<file path="src/rtl/fifo_sync_core_if.sv">
// Handshake/status bundle for fifo_sync_core: producer/consumer side is master,
// the FIFO itself is slave.
interface fifo_sync_core_if #(
  parameter int DATA_WIDTH = 8,
  parameter int ADDR_SIZE  = 2
);
  logic                  wr_en;
  logic [DATA_WIDTH-1:0] wdata;
  logic                  rd_en;
  logic                  clr_err;
  logic [DATA_WIDTH-1:0] rdata;
  logic                  rvalid;
  logic                  full;
  logic                  empty;
  logic                  almost_full;
  logic                  almost_empty;
  logic [ADDR_SIZE:0]    count;
  logic                  overflow;
  logic                  underflow;

  modport master (
    output wr_en, wdata, rd_en, clr_err,
    input  rdata, rvalid, full, empty, almost_full, almost_empty,
           count, overflow, underflow
  );

  modport slave (
    input  wr_en, wdata, rd_en, clr_err,
    output rdata, rvalid, full, empty, almost_full, almost_empty,
           count, overflow, underflow
  );
endinterface

</file>
<file path="src/rtl/fifo_sync_core.sv">
// Single-clock FIFO: wrap-bit pointers, register-array storage, flags, sticky
// errors. FWFT selects registered read (0) or fall-through head word (1).
module fifo_sync_core #(
  parameter int DATA_WIDTH = 8,
  parameter int ADDR_SIZE  = 2,
  parameter int FWFT       = 0,
  parameter int AF_TH      = (1 << ADDR_SIZE) - 1,
  parameter int AE_TH      = 1
) (
  input logic              clk,
  input logic              rst_n,
  fifo_sync_core_if.slave  bus
);
  localparam int DEPTH = 1 << ADDR_SIZE;
  localparam logic [ADDR_SIZE:0] AF_C = AF_TH[ADDR_SIZE:0];
  localparam logic [ADDR_SIZE:0] AE_C = AE_TH[ADDR_SIZE:0];

  if (AF_TH < 1 || AF_TH > DEPTH) begin : g_bad_af
    $error("fifo_sync_core: AF_TH out of range");
  end
  if (AE_TH < 0 || AE_TH >= DEPTH) begin : g_bad_ae
    $error("fifo_sync_core: AE_TH out of range");
  end

  logic [ADDR_SIZE:0]                  wptr_q, rptr_q, wptr_d, rptr_d, cnt;
  logic [DEPTH-1:0][DATA_WIDTH-1:0]    mem_q;
  logic                                ovf_q, unf_q, ovf_d, unf_d;
  logic                                full, empty, wr_acc, rd_acc;

  assign cnt    = wptr_q - rptr_q;
  assign empty  = (wptr_q == rptr_q);
  assign full   = (wptr_q[ADDR_SIZE] != rptr_q[ADDR_SIZE]) &&
                  (wptr_q[ADDR_SIZE-1:0] == rptr_q[ADDR_SIZE-1:0]);
  assign rd_acc = bus.rd_en & ~empty;
  // A pop in the same cycle frees a slot, so a write into a full FIFO is allowed.
  assign wr_acc = bus.wr_en & (~full | rd_acc);

  always_comb begin
    wptr_d = wptr_q + {{ADDR_SIZE{1'b0}}, wr_acc};
    rptr_d = rptr_q + {{ADDR_SIZE{1'b0}}, rd_acc};
    ovf_d  = (ovf_q & ~bus.clr_err) | (bus.wr_en & ~wr_acc);
    unf_d  = (unf_q & ~bus.clr_err) | (bus.rd_en & ~rd_acc);
  end

  always_ff @(posedge clk or negedge rst_n) begin
    if (!rst_n) begin
      wptr_q <= '0;
      rptr_q <= '0;
      ovf_q  <= 1'b0;
      unf_q  <= 1'b0;
    end else begin
      wptr_q <= wptr_d;
      rptr_q <= rptr_d;
      ovf_q  <= ovf_d;
      unf_q  <= unf_d;
    end
  end

  // Storage is deliberately left unreset.
  always_ff @(posedge clk) begin
    if (wr_acc) mem_q[wptr_q[ADDR_SIZE-1:0]] <= bus.wdata;
  end

  if (FWFT != 0) begin : g_fwft
    assign bus.rdata  = mem_q[rptr_q[ADDR_SIZE-1:0]];
    assign bus.rvalid = ~empty;
  end else begin : g_std
    logic [DATA_WIDTH-1:0] rdata_q;
    logic                  rvalid_q;
    always_ff @(posedge clk or negedge rst_n) begin
      if (!rst_n) begin
        rdata_q  <= '0;
        rvalid_q <= 1'b0;
      end else begin
        rvalid_q <= rd_acc;
        if (rd_acc) rdata_q <= mem_q[rptr_q[ADDR_SIZE-1:0]];
      end
    end
    assign bus.rdata  = rdata_q;
    assign bus.rvalid = rvalid_q;
  end

  assign bus.full         = full;
  assign bus.empty        = empty;
  assign bus.count        = cnt;
  assign bus.almost_full  = (cnt >= AF_C);
  assign bus.almost_empty = (cnt <= AE_C);
  assign bus.overflow     = ovf_q;
  assign bus.underflow    = unf_q;
endmodule

</file>
<file path="src/flat_wrapper.sv">
// flat-port wrapper written by rule: the top's interface ports become plain ports
module fifo_sync_core_flat 
#(
  parameter int DATA_WIDTH = 8,
  parameter int ADDR_SIZE  = 2,
  parameter int FWFT       = 0,
  parameter int AF_TH      = (1 << ADDR_SIZE) - 1,
  parameter int AE_TH      = 1
)
  (clk, rst_n, bus_wr_en, bus_wdata, bus_rd_en, bus_clr_err, bus_rdata, bus_rvalid, bus_full, bus_empty, bus_almost_full, bus_almost_empty, bus_count, bus_overflow, bus_underflow);
  fifo_sync_core_if #(.DATA_WIDTH(DATA_WIDTH), .ADDR_SIZE(ADDR_SIZE)) bus_i ();
  input logic clk;
  input logic rst_n;
  input wire logic [$bits(bus_i.wr_en)-1:0] bus_wr_en;
  input wire logic [$bits(bus_i.wdata)-1:0] bus_wdata;
  input wire logic [$bits(bus_i.rd_en)-1:0] bus_rd_en;
  input wire logic [$bits(bus_i.clr_err)-1:0] bus_clr_err;
  output wire logic [$bits(bus_i.rdata)-1:0] bus_rdata;
  output wire logic [$bits(bus_i.rvalid)-1:0] bus_rvalid;
  output wire logic [$bits(bus_i.full)-1:0] bus_full;
  output wire logic [$bits(bus_i.empty)-1:0] bus_empty;
  output wire logic [$bits(bus_i.almost_full)-1:0] bus_almost_full;
  output wire logic [$bits(bus_i.almost_empty)-1:0] bus_almost_empty;
  output wire logic [$bits(bus_i.count)-1:0] bus_count;
  output wire logic [$bits(bus_i.overflow)-1:0] bus_overflow;
  output wire logic [$bits(bus_i.underflow)-1:0] bus_underflow;
  assign bus_i.wr_en = bus_wr_en;
  assign bus_i.wdata = bus_wdata;
  assign bus_i.rd_en = bus_rd_en;
  assign bus_i.clr_err = bus_clr_err;
  assign bus_rdata = bus_i.rdata;
  assign bus_rvalid = bus_i.rvalid;
  assign bus_full = bus_i.full;
  assign bus_empty = bus_i.empty;
  assign bus_almost_full = bus_i.almost_full;
  assign bus_almost_empty = bus_i.almost_empty;
  assign bus_count = bus_i.count;
  assign bus_overflow = bus_i.overflow;
  assign bus_underflow = bus_i.underflow;
  fifo_sync_core #(.DATA_WIDTH(DATA_WIDTH), .ADDR_SIZE(ADDR_SIZE), .FWFT(FWFT), .AF_TH(AF_TH), .AE_TH(AE_TH)) u_core (.clk(clk), .rst_n(rst_n), .bus(bus_i));
endmodule
</file>
<file path="config.mk">
export PLATFORM = sky130hd
export DESIGN_NAME = fifo_sync_core_flat
export DESIGN_NICKNAME = d
export VERILOG_FILES = /design/src/rtl/fifo_sync_core_if.sv /design/src/rtl/fifo_sync_core.sv /design/src/flat_wrapper.sv
export SDC_FILE = /design/constraint.sdc
export NUM_CORES = 1
export LEC_CHECK = 0
export ABC_CLOCK_PERIOD_IN_PS = 2300
export CORE_MARGIN = 4
export CORE_UTILIZATION = 47
export DETAILED_ROUTE_END_ITERATION = 12
export PLACE_DENSITY = 0.75
export SLEW_MARGIN = 20
export SYNTH_ARGS = -nofsm -noshare
export SYNTH_HDL_FRONTEND = slang
export SYNTH_SLANG_ARGS = --single-unit
</file>
<file path="constraint.sdc">
create_clock -name clk -period 2.3 [get_ports clk]
set_input_delay 0.345 -clock clk [delete_from_list [all_inputs] [get_ports clk]]
set_output_delay 0.345 -clock clk [all_outputs]
set_load 0.03 [all_outputs]
</file>
# --- After elaboration in Yosys (flattened, before gate mapping) ---
# Index checks and enable logic that the tools add are counted.
totals:
  regBits: 49
  latch_bits: 0
  ram_bits: 0
  romBits: 0
  memories: 0
classes:
  addsub: 3
  multipliers: 0
  n_div: 0
  order_cmp: 5
  eq_ne: 3
  n_shift: 0
  n_mux: 5
  n_bitwise: 14
  reduce_logical: 2
ops:
  columns: ["op", "n"]
  rows:
  - ["$bwmux W32", 1]
  - ["$bmux W8 S2", 1]
  - ["$demux W8 S2", 1]
  - ["$mux W8", 2]
  - ["$add A3 B1 Y3", 2]
  - ["$and A1 B1 Y1", 6]
  - ["$lt A2 B3 Y1 const B", 2]
  - ["$not A1 Y1", 5]
  - ["$eq A3 B3 Y1", 1]
  - ["$ge A3 B2 Y1 const B", 1]
  - ["$le A3 B1 Y1 const B", 1]
  - ["$or A1 B1 Y1", 3]
  - ["$sub A3 B3 Y3", 1]
  - ["$eq A2 B2 Y1", 1]
  - ["$ge A2 B1 Y1 const B", 1]
  - ["$logic_and A1 B1 Y1", 2]
  - ["$ne A1 B1 Y1", 1]

# --- Logic depth before layout (Yosys ltp) ---
depth:
  ltp_word: 8
  depth_mapped: 9
  mapped_depth_nobuf: 8

# --- Worst setup path before layout ---
# OpenSTA, ideal clock, no wires.
synth_timing:
  path_type: "reg2out"
  from: "register u_core.rptr_q[1]"
  to: "output port bus_almost_empty"
  arrival_ns: 2.124
  t_required_ns: 1.955
  setup_slack_ns: -0.169
  path_stages_with_launch: 6
  path_buffers: 1
  path_cell_list: "dfrtp_1 -> clkbuf_1 -> inv_1 -> fa_1 -> xnor2_1 -> nor2_1"
synth_via:
  elab_chain_len: 2
synth_rtl:
  columns: ["item", "line_no", "text"]
  rows:
  - ["start: declaration", "fifo_sync_core.sv:25", "logic [ADDR_SIZE:0] wptr_q, rptr_q, wptr_d, rptr_d, cnt;"]
  - ["start signal: assignment", "fifo_sync_core.sv:53", "rptr_q <= rptr_d;"]
  - ["$sub A3 B3 Y3", "fifo_sync_core.sv:30", "assign cnt = wptr_q - rptr_q;"]
  - ["net bus_count[2]", "flat_wrapper.sv:24", "output wire logic [$bits(bus_i.count)-1:0] bus_count;"]
  - ["$le A3 B1 Y1", "fifo_sync_core.sv:87", "assign bus.almost_empty = (cnt <= AE_C);"]
  - ["end: declaration", "flat_wrapper.sv:23", "output wire logic [$bits(bus_i.almost_empty)-1:0] bus_almost_empty;"]
# The timed path passes the listed nets, and every way through them passes these cells.

# --- Worst setup path in the final report ---
layout_timing:
  from: "register u_core.wptr_q[0]"
  to: "output port bus_count[0]"
layout_via:
  elab_chain_len: 1
layout_rtl:
  columns: ["item", "line_no", "text"]
  rows:
  - ["start: declaration", "fifo_sync_core.sv:25", null]
  - ["start signal: assignment", "fifo_sync_core.sv:52", "wptr_q <= wptr_d;"]
  - ["$sub A3 B3 Y3", "fifo_sync_core.sv:30", null]
  - ["end: declaration", "flat_wrapper.sv:24", null]
# No other way between the ends.

==> flow_metrics.tcl <==
set metrics [dict create \
    syn_area_per_cell_sq_um 19.4 \
    reg2regPathDepth 8 \
    synth_xor_area_frac 0.0262 \
    setup_viol 0 \
    crit_path_start_kind "register" \
    cp_data_required_time_ns 1.96 \
    syn_nets 121 \
    grt_use_met1 0.150 \
    cts_buffers 5 \
    timing.rr.end "u_core.wptr_q[2]" \
    cts-root-buf "clkbuf_8" \
    worst_pin_slew_ns 0.725 \
    nFillCells 292 \
    synthAdderAreaFrac 0.0487 \
    cp-end-kind "output port" \
    worst-path-max-fanout 4 \
    ys_ff_latch 49 \
    hold_viol_final 0 \
    grt_pass1_vias 1094 \
    maxCapViolCount 0 \
    area_growth_syn_to_layout_pct 27.5 \
    start_util 0.489 \
    nNetsFinal 166 \
    die_w_um 72.5 \
    fin_util 0.623 \
    synth_mux_area_frac 0.144 \
    met2_usage 0.260 \
    synth_top_family_by_area "multiplexers" \
    cts_sinks 49 \
    critical_path.endpoint "bus_count[0]" \
    grt_overflow_total 0 \
    skew_ns 0.00408 \
    clk-insertion-delay-late_ns 0.29 \
    synth-simple-area-share 0.0230 \
    rsz0062_at_grt "false" \
    final.period_utilization 0.947 \
    grt_start_max_net_pins 18 \
    placeableCoreArea_sq_um 4000 \
    crit_path_cell_trace "inv_1, ha_1, inv_1, clkdlybuf4s50_1" \
    rrSetupSlack_ns 0.22 \
    fmax_ghz 0.459 \
    cts_tree "built" \
    crit_top_cell "inv_1" \
    critPathKind "reg2out" \
    drt_wl_total_um 3250 \
    synth_area_sq_um 1950 \
    dp_hpwl_um 2380 \
    grt_pass1_wl_um 5330 \
    status "finished, final reports clean" \
    clockBufferDepth 2 \
    drive_gt1_frac 0.272 \
    cp_slowest_cell "clkdlybuf4s50_1" \
    hold_buffers 0 \
    ys_types 21 \
    tns_ns 0 \
    drt_first_pass_iters 2 \
    io-pin-count 31 \
    fin_crit_ns 2.18 \
    worstPathArrival_ns 1.83 \
    die_height_um 72.5 \
    cts_max_level 2 \
    final_max_slew_viol_count 0 \
    viasPerCell 5.11 \
    clk_pin_slew_worst_paths_ns 0.08 \
    antenna_left 0 \
    synth_compound_area_frac 0.0275 \
    detail_route.wl_per_cell_um 16.5 \
    hp-class "in2async" \
    grt_most_used_layer "met2" \
    drt_iter0_markers 24 \
    mostFrequentLayoutCell "edfxtp_1" \
    r2r_start "u_core.wptr_q[1]" \
    cp-startpoint "u_core.wptr_q[0]" \
    num_antenna_cells 0 \
    gr-usage-all-layers 0.141 \
    ys_warn_count 0 \
    synth-seq-area-share 0.709 \
    grt_antenna_before_repair 0 \
    rows 23 \
    io_buffers 30 \
    gp_congestion 0.744 \
    drc 0 \
    synth_cells 101 \
    final_cell_mix "edfxtp_1, clkdlybuf4s50_1, dfrtp_1" \
    max_stage_delay_ns 0.69 \
    vias 1006 \
    slew-limit-headroom 0.515 \
    grtUsageMet3 0.0416 \
    die-area_sq_um 5250 \
]
==> synthesized netlist by cell type <==
master / number / share of area
mux4_1: 3 / 0.040
nor3b_1: 1 / 0.0038
inv_1: 7 / 0.013
fa_1: 1 / 0.010
ha_1: 6 / 0.038
o31ai_2: 1 / 0.0064
xor2_2: 1 / 0.0083
edfxtp_1: 32 / 0.49
nor3_1: 3 / 0.0077
mux2_2: 8 / 0.046
clkbuf_1: 1 / 0.0019
buf_6: 1 / 0.0058
a21o_1: 1 / 0.0038
mux4_2: 5 / 0.058
nand2_1: 2 / 0.0038
xnor2_1: 2 / 0.0090
a22o_1: 2 / 0.0090
xor2_1: 2 / 0.0090
nor2_1: 4 / 0.0077
dfrtp_1: 17 / 0.22
o21ai_4: 1 / 0.0083
==> worst max-delay path: cells and delay by family, from the launching register on <==
| kind | cells | cell delay (ns) |
|---|---|---|
| buffers and inverters | 3 | 0.85 |
| DFF | 1 | 0.39 |
| adders and majority gates | 1 | 0.29 |
==> metal layers <==
layer,part of all wire,vias up,wire length (um)
met3,0.035,4,115
met1,0.36,513,1180
li1,-,473,-
met5,0,-,0
met4,0.0077,0,25
met2,0.59,16,1930
==> registers in the layout, summed over array words and instances (netlist names) <==
| signal | flops |
|---|---|
| u_core.mem_q | 32 |
| u_core.wptr_q | 3 |
| u_core.bus.rdata | 8 |
| u_core.bus.underflow | 1 |
| u_core.bus.rvalid | 1 |
| u_core.bus.overflow | 1 |
| u_core.rptr_q | 3 |
==> worst min-delay path by stage <==
stage	startpoint	end	slack (ns)	cells after the start
6_report	rst_n	u_core.bus.rdata[0]	0.38	2
3_5_place_dp	u_core.bus.overflow	u_core.bus.overflow	0.50	1
2_1_floorplan	rst_n	u_core.bus.overflow	0.05	0
5_1_grt	rst_n	u_core.bus.rdata[0]	0.37	2
4_1_cts	rst_n	u_core.bus.rdata[0]	0.38	2
3_3_place_gp	u_core.bus.rdata[0]	u_core.bus.rdata[0]	0.49	1
==> what timing repair did <==
action                     4_1_cts  5_1_grt
pin swaps                        0        0
gates resized for setup          2        1
setup endpoints to repair        2        3
setup buffers                    0        1
==> logic make-up (layout without fill, tap and decap cells) <==
| family | count (synthesis) | count (layout) |
|---|---|---|
| and+or+nand+nor | 10 | 10 |
| adders and majority gates | 7 | 7 |
| AOI/OAI and AO/OA | 5 | 5 |
| xor gates and xnor gates | 5 | 5 |
| buffers and inverters | 9 | 55 |
| muxes | 16 | 16 |
| DFF | 49 | 49 |
==> area by class of cell <==
type | instances | area [sq um] | share of cell area
clock buffer | 6 | 72.6 | 0.0291
clock inverter | 2 | 38.8 | 0.0156
inverter | 7 | 26.3 | 0.0105
multi-input combinational | 43 | 542 | 0.217
sequential | 49 | 1390 | 0.557
tap | 50 | 62.6 | 0.0251
timing repair buffer | 40 | 363 | 0.146
==> through the flow <==
stage	hold WS, ns	setup slack, ns	instances	cell area (sq um)
5_1_grt	0.373	0.0319	197	2490
3_5_place_dp	0.496	0.153	188	2370
4_1_cts	0.380	0.0138	196	2480
6_report	0.378	0.121	197	2490
3_3_place_gp	0.488	0.213	188	2370
2_1_floorplan	0.0494	-0.0236	101	1970
Power of run 1 is left out: the tool's default activity adds up to more than one toggle a clock period on the data nets, which glitch-free logic cannot reach.
